**config.mk**
```make
export PLATFORM = sky130hd
export DESIGN_NAME = median_filter_stream
export DESIGN_NICKNAME = d
export VERILOG_FILES = /design/src/rtl/median_filter_stream.sv
export SDC_FILE = /design/constraint.sdc
export NUM_CORES = 1
export LEC_CHECK = 0
export CORE_ASPECT_RATIO = 0.8
export CORE_MARGIN = 5
export CORE_UTILIZATION = 55
export CTS_CLUSTER_SIZE = 12
export DETAILED_ROUTE_END_ITERATION = 6
export GPL_TIMING_DRIVEN = 1
export PLACE_DENSITY = 0.73
export SLEW_MARGIN = 10
export SYNTH_ARGS = -nofsm -noshare
export SYNTH_HDL_FRONTEND = slang
export SYNTH_SLANG_ARGS = --single-unit
```
**constraint.sdc**
```tcl
create_clock -name CLK -period 5.4 [get_ports CLK]
set_input_delay 1.08 -clock CLK [delete_from_list [all_inputs] [get_ports CLK]]
set_output_delay 1.08 -clock CLK [all_outputs]
set_load 0.02 [all_outputs]
```
**src/rtl/median_filter_stream.sv**
```systemverilog
// Streaming sliding-window median filter (WIN samples, signed), one result per accepted sample.
// Two-stage pipeline: rank every window slot, then select rank M (or the centre slot in pass-through).
module median_filter_stream #(
    parameter int WIDTH = 16,
    parameter int WIN   = 5
) (
    input  logic             CLK,
    input  logic             RST_N,
    input  logic             CLEAR,
    input  logic             MODE,
    input  logic             DIN_VALID,
    input  logic [WIDTH-1:0] DATA_IN,
    output logic             DOUT_VALID,
    output logic [WIDTH-1:0] DATA_OUT
);
    localparam int M  = (WIN - 1) / 2;
    localparam int RW = $clog2(WIN);
    localparam int FW = $clog2(WIN + 1);

    if (WIN < 3 || WIN > 15 || (WIN % 2) == 0) begin : g_bad_win
        $error("median_filter_stream: WIN must be odd and within 3..15");
    end

    logic signed [WIDTH-1:0] win_q [WIN];
    logic [FW-1:0]           fill_q;
    logic                    acc_q;
    logic                    acc_mode_q;
    logic                    full_next;

    logic signed [WIDTH-1:0] s1_win [WIN];
    logic [RW-1:0]           s1_rank [WIN];
    logic                    s1_mode;
    logic                    s1_valid;

    logic [RW-1:0]           rank_d [WIN];
    logic signed [WIDTH-1:0] sel_d;

    // The incoming sample completes a full window if WIN-1 were already held.
    assign full_next = (fill_q >= FW'(WIN - 1));

    always_ff @(posedge CLK or negedge RST_N) begin
        if (!RST_N) begin
            for (int unsigned i = 0; i < WIN; i++) win_q[i] <= '0;
            fill_q     <= '0;
            acc_q      <= 1'b0;
            acc_mode_q <= 1'b0;
        end else if (CLEAR) begin
            for (int unsigned i = 0; i < WIN; i++) win_q[i] <= '0;
            fill_q     <= '0;
            acc_q      <= 1'b0;
            acc_mode_q <= MODE;
        end else begin
            acc_q      <= DIN_VALID && full_next;
            acc_mode_q <= MODE;
            if (DIN_VALID) begin
                win_q[0] <= $signed(DATA_IN);
                for (int unsigned i = 1; i < WIN; i++) win_q[i] <= win_q[i-1];
                if (fill_q != FW'(WIN)) fill_q <= fill_q + 1'b1;
            end
        end
    end

    // Ties broken by slot index so the ranks are always a permutation.
    always_comb begin
        for (int unsigned i = 0; i < WIN; i++) begin
            rank_d[i] = '0;
            for (int unsigned j = 0; j < WIN; j++) begin
                if ((win_q[j] < win_q[i]) || ((j < i) && (win_q[j] == win_q[i])))
                    rank_d[i] = rank_d[i] + 1'b1;
            end
        end
    end

    always_ff @(posedge CLK or negedge RST_N) begin
        if (!RST_N) begin
            for (int unsigned i = 0; i < WIN; i++) begin
                s1_win[i]  <= '0;
                s1_rank[i] <= '0;
            end
            s1_mode  <= 1'b0;
            s1_valid <= 1'b0;
        end else begin
            for (int unsigned i = 0; i < WIN; i++) begin
                s1_win[i]  <= win_q[i];
                s1_rank[i] <= rank_d[i];
            end
            s1_mode  <= acc_mode_q;
            s1_valid <= acc_q && !CLEAR;
        end
    end

    always_comb begin
        sel_d = s1_win[M];
        if (!s1_mode) begin
            for (int unsigned i = 0; i < WIN; i++) begin
                if (s1_rank[i] == RW'(M)) sel_d = s1_win[i];
            end
        end
    end

    always_ff @(posedge CLK or negedge RST_N) begin
        if (!RST_N) begin
            DOUT_VALID <= 1'b0;
            DATA_OUT   <= '0;
        end else begin
            DOUT_VALID <= s1_valid && !CLEAR;
            if (s1_valid && !CLEAR) DATA_OUT <= sel_d;
        end
    end

endmodule

```
==> run_results.csv <==
group,metric,value,unit
logic_synthesis,synth_seq_cells,199,
critical_path,critical_path.most_common_cell,"ha_1",
clocking,worst_skew_pair.late_latency,440,ps
floorplanning,fp-row-count,47,
placed_design,place_area,12300,sq um
clocking,root_buffer,"clkbuf_16",
sta,skew,12.4,ps
global_route,grtUsageTotal,0.250,
logic_synthesis,netlist_top_cells_area,"dfrtp_1, ha_1, mux2i_1",
critical_path,startpoint,"win_q[33]",
routing,dr.pass1.iters,5,
critical_path,slowest_delay,460,ps
floorplanning,die-area,24200,sq um
logic_synthesis,synth_area_per_cell,10.3,sq um
finish,most-common-layout-cells,"dfrtp_1, ha_1, nor2_1, mux2i_1, inv_1",
finish,final_common_cell,"dfrtp_1",
routing,vias,8802,
placed_design,hpwl,22.1,mm
global_route,grt_max_degree,130,
finish,fin_area,12900,sq um
global_route,antenna_found_initial,0,
hold_path,hold_end,"s1_mode",
clocking,post_cts_buffers,0,
routing,avgViaCountPerCell,6.10,
sta,tns,0,ps
logic_synthesis,synth-edff-count,0,
finish,final_nets,1356,
critical_path,rr_worst_depth,16,
pwr,cellPowerDensity,336,nW/um^2
clocking,clk_pin_slew,80,ps
hold_path,hold_depth,0,
logic_synthesis,yosys.area.top_type,"dfrtp_1",
clocking,ctsResizeCount,0,
clocking,htree_levels,4,
routing,drc,0,
sta,final-hold-violation-count,0,
hold_path,hp-start,"acc_mode_q",
logic_synthesis,synth_top_cell_area_share,0.427,
floorplanning,die_w,173,microns
logic_synthesis,synth-seq-area-share,0.427,
finish,area_delta_synth_final,10.7,%
critical_path,worstPathArrival,4150,ps
hold_path,hold_class,"register to register",
sta,maxSlewViolCount,0,
sta,maxSlewHeadroom,0.185,
floorplanning,top_level_ports,38,
critical_path,crit_path_cell_trace,"inv_1 > ha_1 > nor2b_1 > o21a_1 > o21ai_0 > a21oi_1 > o31ai_1 > a21oi_1 > or3_1 > ha_1 > and3b_1 > a211oi_1 > o211ai_1 > ha_1 > nand2_1 > o311ai_0",
logic_synthesis,synth_fp_nets,1329,
pwr,leakagePower,6.23,nW
routing,ant_nets,0,
critical_path,r2r_end,"s1_rank[10]",
global_route,grt_pass1_vias,8523,
logic_synthesis,yosysUniqueCellTypes,62,
pwr,irDropWorstVdd,0.179,mV
sta,tightest_slew,1220,ps
floorplanning,fp.dieH,140,microns
sta,finalCritPeriodShare,0.712,
clocking,hold_buffers,0,
critical_path,crit_type,"register to register",
clocking,numCtsBuffers,17,
flow_run,max_cap_violations,0,
logic_synthesis,synthFlopType,"dfrtp_1",
sta,finalCriticalPeriod,3850,ps
placed_design,gp_congestion,0.923,
floorplanning,core_area,20800,sq um
routing,wire_per_inst,21.0,microns
sta,fmaxAchievable,260,MHz
status,status,"finished, final reports clean",
critical_path,rrSetupSlack,1550,ps
logic_synthesis,async_flop_share,1.00,
global_route,grt_overflow,0,
logic_synthesis,synth_warnings,0,
critical_path,end_kind,"register",
routing,routed_wirelength,30.2,mm
finish,diodes,0,
clocking,cts_tree,"done",
critical_path,regToRegStartpoint,"win_q[33]",
routing,drt-initial-drc-count,710,
logic_synthesis,synthCells,1133,
finish,drive_gt1_frac,0.0520,
logic_synthesis,netlist_area,11700,sq um
critical_path,required,5710,ps
clocking,clk_path_buf_depth,2,
critical_path,worstPathMaxFanout,6,
critical_path,start_kind,"register",
sta,setup_viol_count_final,0,
floorplanning,start_util,0.562,
critical_path,slowest_stage,"dfrtp_1",
clocking,cts.sink_count,199,
global_route,grt_pass1_wl,48.1,mm
placed_design,io_buffers,37,
sta,rsz0062_at_grt,"false",
-- stage by stage --
stage	hold WS [ps]	util	instances	power, mW	setup slack, ps
after detailed placement	344	0.593	1410	3.02	1600
after global routing	372	0.622	1442	4.56	1290
after floorplan	331	-	1133	2.60	2040
after global placement	337	0.593	1410	2.99	1700
final	353	0.622	1442	4.34	1550
after CTS	355	0.622	1442	4.35	1600
-- power breakdown --
group          internal [mW]  leakage, nW  switching [mW]  total (mW)
clock                  0.709        0.296           0.624        1.33
sequential              1.59         2.71          0.0714        1.66
combinational          0.549         3.22           0.803        1.35
total                   2.84         6.23            1.50        4.34
-- state kept, by name (all words and copies together) (netlist names) --
| name | cells |
|---|---|
| fill_q | 3 |
| win_q | 80 |
| s1_valid | 1 |
| s1_mode | 1 |
| DATA_OUT | 16 |
| s1_rank | 15 |
| acc_mode_q | 1 |
| s1_win | 80 |
| DOUT_VALID | 1 |
| acc_q | 1 |
-- cell families (layout without fill, tap and decap cells) --
kind of cell             count (synthesis)  in the layout  share of synthesized area
XOR/XNOR                                13             13                    0.00976
flip-flops                             199            199                      0.427
AO/OA/AOI/OAI                          240            240                      0.133
multiplexers                            89             89                     0.0771
adder cells (fa/ha/maj)                175            175                      0.188
AND/OR/NAND/NOR                        295            295                      0.125
buffers and inverters                  122            162                     0.0401
-- worst max path at each step --
| stage | to | slack (ps) | cells after the start |
|---|---|---|---|
| final | s1_rank[10] | 1550 | 16 |
| after global routing | s1_rank[10] | 1290 | 16 |
| after CTS | s1_rank[10] | 1600 | 16 |
| after detailed placement | s1_rank[10] | 1600 | 16 |
| after global placement | s1_rank[7] | 1700 | 12 |
| after floorplan | s1_rank[10] | 2040 | 16 |
-- cell type report --
type | instances | area [sq um]
repair buffers | 47 | 442
fillers | 1693 | 7850
multi-input cells | 812 | 6230
well taps | 269 | 337
inverters | 83 | 312
clock buffers | 19 | 433
flip-flops and latches | 199 | 4980
clock inverters | 13 | 180
-- cells in the mapped netlist, types with 3 or more instances --
cell      count
clkbuf_1     33
mux2i_1      84
ha_1        175
a21boi_0      4
nor2b_1      20
nor4b_1       4
nand3_1      10
a31oi_1       3
o211ai_1     24
mux2_2        3
o21ai_0      55
xnor2_1       7
a211o_1       3
o22ai_1      20
a21oi_1      62
nor2_1      112
or3_1         4
nand3b_1     17
dfrtp_1     199
or4_1         3
nor3_1       11
nor3b_1       3
nand4_1      35
o22a_1       16
a211oi_1     13
o21a_1        9
nand2_1      55
a21o_1       11
buf_1         3
xor2_1        6
inv_1        83
or2_2         3
nor4_1        6
-- per-layer routing --
metal | share of wire | track usage | up-vias | wire, microns
met5 | 0 | 0 | - | 0
met4 | 0.021 | 0.0691 | 0 | 641
met3 | 0.067 | 0.0480 | 50 | 2010
met2 | 0.43 | 0.372 | 293 | 13000
met1 | 0.48 | 0.377 | 4295 | 14600
li1 | - | - | 4164 | -
-- critical path: cells and delay by family (launching register included) --
kind | cells | cell delay (ps)
compound gates | 8 | 1350
fa+ha+maj | 3 | 1020
buf+inv | 1 | 100
flops | 1 | 460
simple gates | 4 | 780
Note: power is estimated with default switching activity, not from simulation.
